## src/rtl/stg_ia_if.sv

```systemverilog
// stg_ia_if: sequential-PC fetch into a DEPTH-entry prefetch FIFO presenting {pc, instr}; issue-to-valid 2 edges, 1/cycle steady state.
// Stall holds the head and throttles issue on FIFO+in-flight occupancy; branch flushes all. Optional counters: STG_IA_IF_PERF_EN.
module stg_ia_if #(
    parameter int WIDTH      = 24,
    parameter int ADDR_WIDTH = 12,
    parameter int DEPTH      = 4,
    parameter int RESET_PC   = 0
) (
    input  logic                  iw_clk,
    input  logic                  iw_rst,
    input  logic                  iw_stall,
    input  logic                  iw_branch_taken,
    input  logic [ADDR_WIDTH-1:0] iw_branch_pc,
    output logic                  or_imem_en,
    output logic [ADDR_WIDTH-1:0] or_imem_addr,
    input  logic [WIDTH-1:0]      iw_imem_rdata,
    output logic                  or_ifid_valid,
    output logic [ADDR_WIDTH-1:0] or_ifid_pc,
    output logic [WIDTH-1:0]      or_ifid_instr
`ifdef STG_IA_IF_PERF_EN
    ,
    output logic [15:0]           or_fetch_cnt,
    output logic [15:0]           or_flush_cnt
`endif
);
    localparam int PW = (DEPTH > 1) ? $clog2(DEPTH) : 1;
    localparam int CW = $clog2(DEPTH + 1);
    localparam int OW = CW + 1;
    localparam logic [ADDR_WIDTH-1:0] PC0 = ADDR_WIDTH'(RESET_PC);

    typedef struct packed {
        logic [ADDR_WIDTH-1:0] pc;
        logic [WIDTH-1:0]      instr;
    } entry_t;

    typedef struct packed {
        logic                  vld;
        logic [ADDR_WIDTH-1:0] pc;
    } tag_t;

    entry_t                mem [DEPTH];
    entry_t                head;
    logic [PW-1:0]         rd_ptr;
    logic [PW-1:0]         wr_ptr;
    logic [CW-1:0]         count;
    tag_t                  tag_iss;
    tag_t                  tag_bus;
    logic [ADDR_WIDTH-1:0] r_pc;
    logic                  push;
    logic                  pop;
    logic                  issue;
    logic [OW-1:0]         occ;

    function automatic logic [PW-1:0] ptr_inc(input logic [PW-1:0] p);
        return (p == PW'(DEPTH - 1)) ? '0 : p + PW'(1);
    endfunction

    assign head          = mem[rd_ptr];
    assign or_ifid_valid = (count != '0);
    assign or_ifid_pc    = or_ifid_valid ? head.pc : '0;
    assign or_ifid_instr = or_ifid_valid ? head.instr : '0;

    // Occupancy counts words already requested, so the FIFO can never overflow.
    always_comb begin
        pop   = or_ifid_valid & ~iw_stall;
        push  = tag_bus.vld;
        occ   = OW'(count) + OW'(tag_iss.vld) + OW'(tag_bus.vld) - OW'(pop);
        issue = (occ < OW'(DEPTH));
    end

    always_ff @(posedge iw_clk or posedge iw_rst) begin
        if (iw_rst) begin
            r_pc         <= PC0;
            or_imem_en   <= 1'b0;
            or_imem_addr <= PC0;
            tag_iss      <= '0;
            tag_bus      <= '0;
        end else if (iw_branch_taken) begin
            r_pc         <= iw_branch_pc + ADDR_WIDTH'(1);
            or_imem_en   <= 1'b1;
            or_imem_addr <= iw_branch_pc;
            tag_iss.vld  <= 1'b1;
            tag_iss.pc   <= iw_branch_pc;
            tag_bus      <= '0;
        end else begin
            tag_bus <= tag_iss;
            if (issue) begin
                r_pc         <= r_pc + ADDR_WIDTH'(1);
                or_imem_en   <= 1'b1;
                or_imem_addr <= r_pc;
                tag_iss.vld  <= 1'b1;
                tag_iss.pc   <= r_pc;
            end else begin
                or_imem_en  <= 1'b0;
                tag_iss.vld <= 1'b0;
            end
        end
    end

    always_ff @(posedge iw_clk or posedge iw_rst) begin
        if (iw_rst) begin
            rd_ptr <= '0;
            wr_ptr <= '0;
            count  <= '0;
        end else if (iw_branch_taken) begin
            rd_ptr <= '0;
            wr_ptr <= '0;
            count  <= '0;
        end else begin
            if (push) wr_ptr <= ptr_inc(wr_ptr);
            if (pop)  rd_ptr <= ptr_inc(rd_ptr);
            count <= count + CW'(push) - CW'(pop);
        end
    end

    always_ff @(posedge iw_clk) begin
        if (push && !iw_branch_taken) begin
            mem[wr_ptr].pc    <= tag_bus.pc;
            mem[wr_ptr].instr <= iw_imem_rdata;
        end
    end

`ifdef STG_IA_IF_PERF_EN
    always_ff @(posedge iw_clk or posedge iw_rst) begin
        if (iw_rst) begin
            or_fetch_cnt <= '0;
            or_flush_cnt <= '0;
        end else begin
            if (pop) or_fetch_cnt <= or_fetch_cnt + 16'd1;
            if (iw_branch_taken && (or_ifid_valid || tag_iss.vld || tag_bus.vld))
                or_flush_cnt <= or_flush_cnt + 16'd1;
        end
    end
`endif

    a_count_bound: assert property (@(posedge iw_clk) disable iff (iw_rst) count <= CW'(DEPTH));

endmodule

```

## config.mk

```make
export PLATFORM = sky130hd
export DESIGN_NAME = stg_ia_if
export DESIGN_NICKNAME = d
export VERILOG_FILES = /design/src/rtl/stg_ia_if.sv
export SDC_FILE = /design/constraint.sdc
export NUM_CORES = 1
export LEC_CHECK = 0
export CORE_ASPECT_RATIO = 1.25
export CORE_MARGIN = 2
export CORE_UTILIZATION = 35
export CTS_BUF_LIST = sky130_fd_sc_hd__clkbuf_8
export CTS_CLUSTER_SIZE = 24
export DETAILED_ROUTE_END_ITERATION = 10
export GPL_TIMING_DRIVEN = 0
export PLACE_DENSITY = 0.56
export RECOVER_POWER = 50
export SYNTH_ARGS = -nofsm -noshare
export SYNTH_HDL_FRONTEND = slang
export SYNTH_SLANG_ARGS = --single-unit
```

## constraint.sdc

```tcl
create_clock -name iw_clk -period 2.8 [get_ports iw_clk]
set_input_delay 0.84 -clock iw_clk [delete_from_list [all_inputs] [get_ports iw_clk]]
set_output_delay 0.84 -clock iw_clk [all_outputs]
set_load 0.01 [all_outputs]
```

-- Yosys cells after proc, flatten, opt, wreduce, memory -nomap -nowiden
Memory sizes are Yosys's and may differ from the RTL's.
Cells that the tools add are included.
- flip-flop bits (word level): 58
- RAM bits: 144
- bits of input ports: 40
- logic and storage cells: 50
- memories: 1
- memories (name ; words ; width ; rd ports ; clocked after memory_dff ; write ports ; line ; RTL):
    mem ; 4 ; 36 ; 1 ; 0 ; 1 ; 41 ; entry_t mem [DEPTH];
- $add $sub $neg: 9
- order comparisons: 1
- equality and inequality tests: 2
- multiplexer cells: 19
- bitwise logic cells: 2
- reductions and logical operators: 6
- operators by type and width (operator ; count):
    12-bit 2-to-1 mux ; 5
    13-bit 2-to-1 mux ; 2
    12-bit by 1-bit adder with 12-bit output, second input constant ; 2
    24-bit 2-to-1 mux ; 1
    2-bit 2-to-1 mux ; 6
    2-bit nonzero test ; 3
    2-bit by 1-bit adder with 2-bit output, second input constant ; 2
    3-bit by 1-bit adder with 4-bit output ; 1
    4-bit by 1-bit adder with 4-bit output ; 1
    2-bit equality test, second input constant ; 2
    4-bit by 3-bit less-than comparator with 1-bit output, second input constant ; 1
    1-bit 2-to-1 mux ; 4
    4-bit by 1-bit subtractor with 4-bit output ; 1
    3-bit by 1-bit adder with 3-bit output ; 1
    3-bit 2-to-1 mux ; 1
    3-bit nonzero test ; 1
    3-bit by 1-bit subtractor with 3-bit output ; 1
    1-bit AND ; 1
    1-bit logical AND ; 1
    1-bit logical NOT ; 1
    1-bit inverter ; 1

-- Longest topological paths before layout
Gate-level depths: netlist of run 1.
- depth in word-level cells: 6
- gate-level depth with buffers: 12
- gate-level depth less buffers: 9

-- Worst setup path before layout of run 1
No wires, ideal clock.
- path type: input to register
- start: in iw_stall
- end: reg or_imem_addr[0]
- setup time: 125 ps
- data arrival time: 2565 ps
- required time: 2675 ps
- path slack: 111 ps
- stages on the path: 7
- path buffers: 1
- cells stage by stage: or3_1 -> ha_1 -> nand3_1 -> and4b_1 -> buf_2 -> nor3_4 -> mux2_2
- word-level cells in the longest chain between the ends: 5
- ends and longest elaborated chain (element ; line ; RTL):
    start: declaration ; 11 ; input logic iw_stall,
    1-bit inverter ; 65 ; pop = or_ifid_valid & ~iw_stall;
    1-bit AND ; 65 ;
    4-bit by 1-bit subtractor with 4-bit output ; 67 ; occ = OW'(count) + OW'(tag_iss.vld) + OW'(tag_bus.vld) - OW'(pop);
    4-bit by 3-bit less-than comparator with 1-bit output ; 68 ; issue = (occ < OW'(DEPTH));
    2-bit nonzero test (no source line) ; -- ;
    end signal: assignment ; 81 ; or_imem_addr <= iw_branch_pc;
    end signal: assignment ; 90 ; or_imem_addr <= r_pc;
    end: declaration ; 15 ; output logic [ADDR_WIDTH-1:0] or_imem_addr,
No other way between the ends.
A chain may end at the register's enable or synchronous reset.

-- Worst setup path after layout of run 1
- start: reg rd_ptr[0]
- end: out or_ifid_instr[16]
- word-level cells in the longest chain between the ends: 2
- ends and longest elaborated chain (element ; line ; RTL):
    start: declaration ; 43 ; logic [PW-1:0] rd_ptr;
    start signal: assignment ; 111 ; if (pop) rd_ptr <= ptr_inc(rd_ptr);
    memory 4 x 36 bit ; -- ;
    24-bit 2-to-1 mux ; 61 ; assign or_ifid_instr = or_ifid_valid ? head.instr : '0;
    end: declaration ; 19 ; output logic [WIDTH-1:0] or_ifid_instr
No other way between the ends.

==> qor.json, run 1 <==
{
  "outcome": "complete, but fails checks",
  "violations_in_the_final_reports": "negative setup slack",
  "layoutNonFillerInstCount": 877,
  "design.final.nets": 631,
  "internal-power_mw": 6.52,
  "cp_top_family": "buffers and inverters",
  "cts-root-buf": "clkbuf_8",
  "syn_avg_cell_area_um2": 17.5,
  "detail_route.iter0.violations": 259,
  "top_level_ports": 90,
  "largest_stage_delay_on_the_critical_path_ps": 490,
  "grtUsageTotal_pct": 13.9,
  "peakVddDrop_uv": 463,
  "buffer_and_inverter_count_on_the_worst_path": 4,
  "setup.worst_path.class": "reg2out",
  "drt.antenna.violating_nets": 0,
  "rsz0062_at_grt": "yes",
  "drive_gt1_share_pct": 30.2,
  "p_leak_nw": 3.69,
  "layout.cell_area.non_filler_um2": 10100,
  "worstPathCellList": "buf_12, buf_12, buf_16, mux4_2, nor2b_4, buf_6",
  "crit-reg2reg-launch": "count[1]",
  "floorplan.core_area_um2": 22200,
  "drt-vias-per-instance": 4.87,
  "ctsLongestPathBuffers": 2,
  "yosysUniqueCellTypes": 42,
  "r2r.worst_path.cells": 11,
  "reg2reg_to": "or_imem_addr[0]",
  "floorplan.rows": 61,
  "hold_slack_ps": 493,
  "final_hold_viol_count": 0,
  "setup.worst_path.start_class": "register",
  "min-delay-path-class": "reg2reg",
  "critPathRequiredTime_ps": 1960,
  "initial_core_util_pct": 35.5,
  "design.die.area_um2": 23800,
  "finalWorstPathRequiredPeriod_ps": 2810,
  "async_flop_share_pct": 23.8,
  "synth.cell_area_um2": 7890,
  "timing.max_slew.rel_slack_pct": 35.1,
  "timing.fmax_ghz": 0.355,
  "timing.critical_path.slowest_stage_cell": "mux4_2",
  "dp.final_hpwl_um": 10000,
  "die_w_um": 138,
  "cts.sinks": 189,
  "share_clk_of_total_power_pct": 21.8,
  "grt_total_ovfl": 0,
  "clock_skew_ps": 18.1,
  "postSynthRegisterBits": 189,
  "grt_start_max_net_pins": 39,
  "via_count": 4274,
  "gp_routability_congestion": 0.733,
  "synthesis.instances": 451,
  "power_switching_share_pct": 30.3,
  "h-tree-depth": 4,
  "pwr-share-seq_pct": 39.0,
  "first_pass_grt_wire_length_um": 25100,
  "cp.arrival_ps": 1970,
  "yosys_most_used_dff": "edfxtp_1",
  "final_count_of_negative_setup_slack_endpoints": 2,
  "route.detailed.wl_per_inst_um": 18.0,
  "power.total_mw": 9.36,
  "regToRegSetupSlack_ps": 130,
  "cp.depth": 6,
  "first_global_vias": 4553,
  "path_max_fanout": 7,
  "routed_wire_length_um": 15800,
  "fin_ws_ps": -14.9,
  "tritoncts_clock_tree": "built",
  "area.growth.synth_to_final_pct": 27.6,
  "timing_worst_slew_pin_value_ps": 973,
  "chipHeight_um": 172,
  "crit_path_start": "rd_ptr[0]",
  "worst_setup_path_endpoint": "or_ifid_instr[16]",
  "numPortBuffers": 89,
  "timing.final.max_slew_violations": 0,
  "synthesis.yosys.warnings": 0,
  "placed_cells_incl_taps": 828,
  "synth_seq_area_share_pct": 69.1,
  "power_density_of_the_placed_cells_nw_per_um2": 930,
  "finalCritPeriodShare_pct": 101,
  "crit_top_cell": "buf_12",
  "share_comb_of_total_power_pct": 39.2,
  "max_cap_viol_count": 0,
  "drt-pass1-iter-count": 4,
  "clk_pin_slew_worst_paths_ps": 90,
  "switching_power_mw": 2.84,
  "insertion_delay_ps": 460,
  "grt_antenna_before_repair": 1,
  "sort_of_element_at_the_end_of_the_critical_path": "output pin",
  "detail_route.drc_violations": 0,
  "tritoncts.num_buffers": 17,
  "post_synth_net_total": 501,
  "synth_edf_count": 144,
  "detailed_place.area_um2": 9240
}
[cell families (layout without fill, tap and decap cells)]
group	Yosys count	after routing	share of synthesized area [%]
flip-flops	189	189	69.1
AO/OA/AOI/OAI	31	31	2.84
XOR/XNOR	26	26	2.89
AND/OR/NAND/NOR	99	99	7.69
other	0	1	0
adder cells (fa/ha/maj)	10	10	1.68
multiplexers	64	64	13.9
buffers and inverters	32	174	1.90
[area by class of cell]
| type | count | area [um^2] |
|---|---|---|
| Tap cell | 283 | 354 |
| Clock inverter | 14 | 225 |
| Clock buffer | 17 | 234 |
| Sequential cell | 189 | 5450 |
| Timing Repair Buffer | 112 | 1100 |
| Multi-Input combinational cell | 230 | 2440 |
| Antenna cell | 1 | 2.50 |
| Buffer | 21 | 219 |
| Inverter | 10 | 37.5 |
| Fill cell | 1924 | 12100 |
[metal layers]
layer	GRT usage [%]	vias up	share of wire [%]
met5	0	-	0
met4	4.26	0	1.1
met3	3.41	13	4.0
met2	24.6	91	51
met1	16.8	2215	44
li1	-	1955	-
[synth_stat cells, types with 5 or more instances]
cell type / n / share of area [%]
o21ai_0: 14 / 0.89
clkbuf_1: 6 / 0.29
inv_1: 10 / 0.48
dfrtp_1: 45 / 14
mux2i_1: 23 / 2.9
mux2_2: 5 / 0.71
ha_1: 9 / 1.4
edfxtp_1: 144 / 55
xor2_1: 18 / 2.0
xnor2_1: 8 / 0.89
nor2b_1: 50 / 4.0
nor2_1: 8 / 0.38
nand2_1: 18 / 0.86
buf_2: 9 / 0.57
mux4_2: 36 / 10
[stage by stage]
step	util (%)	worst slack (ps)	setup TNS, ps
after floorplan	-	111	0
after global placement	41.1	-1200	-198120
after detailed placement	41.6	-600	-38740
after CTS	44.5	-110	-1090
after global routing	45.3	-84.0	-2060
final	45.3	-14.9	-24.6
[timing repair]
action / in CTS / in global routing
pin swaps: 4 / 3
cloned: 3 / 0
buffers inserted: 9 / 7
endpoints found under the setup margin: 62 / 51
hold buffers: 0 / 0
resized for setup: 190 / 47
[worst register-to-register path, stage by stage, from the launching register on]
cell      delay [ps]
dfrtp_2          430
nor3_4            70
buf_4            140
clkbuf_8         180
o21ai_0          220
nand2_1           90
ha_1             270
nand3_1          110
and4b_1          190
buf_2            160
nor3_4           320
mux2_2           380
[state kept, by name, indices dropped and copies added (netlist names)]
name          flops
or_imem_addr     12
r_pc             12
count             3
push              1
or_imem_en        1
mem             144
rd_ptr            2
wr_ptr            2
tag_bus          12
[power by group through the flow]
stage	Clock, mW	Combinational, mW	Sequential (mW)
final	2.04	3.67	3.65
after CTS	2.09	3.40	3.65
after detailed placement	0	3.14	3.69
after global placement	0	3.09	3.68
after floorplan	0	1.76	3.65
after global routing	2.21	3.98	3.70
[worst min-delay path by stage]
stage / start / to / slack [ps] / cells past startpoint
4_1_cts: tag_bus[0] / mem[0][24] / 490 / 0
2_1_floorplan: tag_bus[0] / mem[0][24] / 450 / 0
3_3_place_gp: tag_bus[0] / mem[2][24] / 470 / 0
5_1_grt: tag_bus[0] / mem[0][24] / 520 / 0
3_5_place_dp: tag_bus[9] / mem[0][33] / 480 / 0
6_report: tag_bus[3] / mem[3][27] / 490 / 0
[cell usage in the layout, fill, tap and decap left out, types with 13 or more instances in the layout]
| cell type | count |
|---|---|
| buf_6 | 15 |
| nor2b_4 | 15 |
| o21ai_0 | 13 |
| edfxtp_1 | 144 |
| buf_4 | 14 |
| clkdlybuf4s50_1 | 25 |
| clkbuf_8 | 19 |
| nor2b_1 | 35 |
| mux4_2 | 36 |
| dfrtp_1 | 42 |
| dlygate4sd3_1 | 26 |
| buf_2 | 27 |
| mux2i_1 | 23 |
| xor2_1 | 18 |
| nand2_1 | 18 |
No activity file was read; power rests on OpenSTA's default activity.
==> run 2, diff against run 1 <==
- CORE_MARGIN: 2 -> not set
==> qor.json, run 2 (same netlist as run 1, synthesis figures left out) <==
{
  "outcome": "complete, but fails checks",
  "violations_in_the_final_reports": "negative setup slack",
  "design.die.area_um2": 23100,
  "timing.max_slew.rel_slack_pct": 32.6,
  "rsz0062_at_grt": "yes",
  "crit_top_cell": "buf_12",
  "timing.fmax_ghz": 0.355,
  "final_count_of_negative_setup_slack_endpoints": 4,
  "first_global_vias": 4476,
  "largest_stage_delay_on_the_critical_path_ps": 440,
  "ctsLongestPathBuffers": 2,
  "most_frequent_cells_in_the_layout": "edfxtp_1, dfrtp_1, nor2b_1",
  "final_hold_viol_count": 0,
  "h-tree-depth": 4,
  "timing_worst_slew_pin_value_ps": 1010,
  "postLayoutCoreUtil_pct": 44.5,
  "routed_wire_length_um": 15600,
  "r2r.worst_path.cells": 11,
  "worst_setup_path_endpoint": "or_ifid_pc[3]",
  "setup.worst_path.class": "reg2out",
  "drive_gt1_share_pct": 29.7,
  "die_w_um": 136,
  "dp.final_hpwl_um": 10200,
  "sort_of_element_at_the_end_of_the_critical_path": "output pin",
  "num_antenna_cells": 0,
  "area.growth.synth_to_final_pct": 25.2,
  "cts-root-buf": "clkbuf_8",
  "max_cap_viol_count": 0,
  "p_leak_nw": 3.58,
  "initial_core_util_pct": 35.5,
  "setup.worst_path.start_class": "register",
  "insertion_delay_ps": 460,
  "route.detailed.wl_per_inst_um": 17.8,
  "gp_routability_congestion": 0.788,
  "path_max_fanout": 6,
  "drt-vias-per-instance": 4.76,
  "drt-pass1-iter-count": 6,
  "power_density_of_the_placed_cells_nw_per_um2": 901,
  "cp.arrival_ps": 1980,
  "finalWorstPathRequiredPeriod_ps": 2820,
  "timing.final.max_slew_violations": 0,
  "detailed_place.area_um2": 9240,
  "clock_skew_ps": 27.8,
  "chipHeight_um": 170,
  "filler_cell_count": 1937,
  "crit-reg2reg-launch": "count[2]",
  "via_count": 4180,
  "grt_total_ovfl": 0,
  "finalCritPeriodShare_pct": 101,
  "max_flop_register": "mem",
  "reg2reg_to": "r_pc[8]",
  "floorplan.core_area_um2": 22200,
  "peakVddDrop_uv": 344,
  "first_pass_grt_wire_length_um": 24600,
  "largest_register_ff_count": 144,
  "detail_route.drc_violations": 0,
  "crit_path_start": "rd_ptr[0]",
  "tritoncts.num_buffers": 17,
  "grtUsageTotal_pct": 14.4,
  "critPathRequiredTime_ps": 1960,
  "timing.critical_path.slowest_stage_cell": "dfrtp_2",
  "layout.cell_area.non_filler_um2": 9870,
  "worstPathCellList": "buf_12, buf_12, buf_12, mux4_2, nor2b_1, buf_2",
  "grt_antenna_before_repair": 0,
  "drt.antenna.violating_nets": 0,
  "leading_cell_type_in_the_layout_fill_and_taps_excluded": "edfxtp_1",
  "cts.sinks": 189,
  "floorplan.rows": 61,
  "design.final.nets": 632,
  "grt_start_max_net_pins": 40,
  "cts_hold_repair.buffers": 0,
  "min-delay-path-class": "reg2reg",
  "detail_route.iter0.violations": 197,
  "numPortBuffers": 89,
  "top_level_ports": 90,
  "tritoncts_clock_tree": "built",
  "clk_pin_slew_worst_paths_ps": 90,
  "fin_ws_ps": -20.5,
  "regToRegSetupSlack_ps": 140
}
==> run 2: worst max-delay path, delay by kind of cell (launching register included) <==
kind,cells,cell delay (ps)
buffers and inverters,4,540
DFF,1,440
muxes,1,400
and+or+nand+nor,1,160
==> run 2: final cells by class <==
type / instances / area (um^2) / share of cell area [%]
tap: 283 / 354 / 3.59
clock buffer: 17 / 234 / 2.37
inverter: 10 / 37.5 / 0.380
buffer: 21 / 190 / 1.93
multi-input combinational: 230 / 2380 / 24.1
sequential: 189 / 5450 / 55.2
clock inverter: 15 / 139 / 1.41
timing repair buffer: 113 / 1080 / 11.0
==> run 2: report_power, final <==
part	internal, mW	switching [mW]
Combinational	1.92	1.63
Clock	0.717	0.980
Sequential	3.40	0.244
==> run 2: per-stage QoR <==
step	hold WS [ps]	worst slack, ps	power [mW]	cells	setup TNS (ps)
2_1_floorplan	455	111	5.41	451	0
3_3_place_gp	464	-1170	6.75	823	-191160
3_5_place_dp	478	-584	6.82	828	-33760
4_1_cts	499	-97.5	8.69	872	-1100
5_1_grt	519	-113	9.41	878	-1530
6_report	495	-20.5	8.89	878	-50.5
==> run 2: how the worst min path moves through the flow <==
stage	startpoint	to	slack, ps	cells past startpoint
after floorplan	tag_bus[0]	mem[0][24]	450	0
after global placement	tag_bus[4]	mem[3][28]	460	0
after detailed placement	tag_bus[4]	mem[3][28]	480	0
after CTS	tag_bus[4]	mem[1][28]	500	0
after global routing	tag_bus[1]	mem[0][25]	520	0
final	tag_bus[4]	mem[1][28]	500	0
==> run 2: timing repair <==
action,4_1_cts,5_1_grt
endpoints found under the hold margin,0,0
setup endpoints to repair,62,61
pin swaps,2,5
gates resized for setup,180,43
setup buffers,9,10
cloned,3,0
==> run 2: metal layers <==
layer  vias up  GRT usage (%)  wire, um
li1       1959              -         -
met5         -              0         0
met3        13           3.10       609
met1      2136           17.5      6720
met4         0           4.93       178
met2        72           25.0      8080
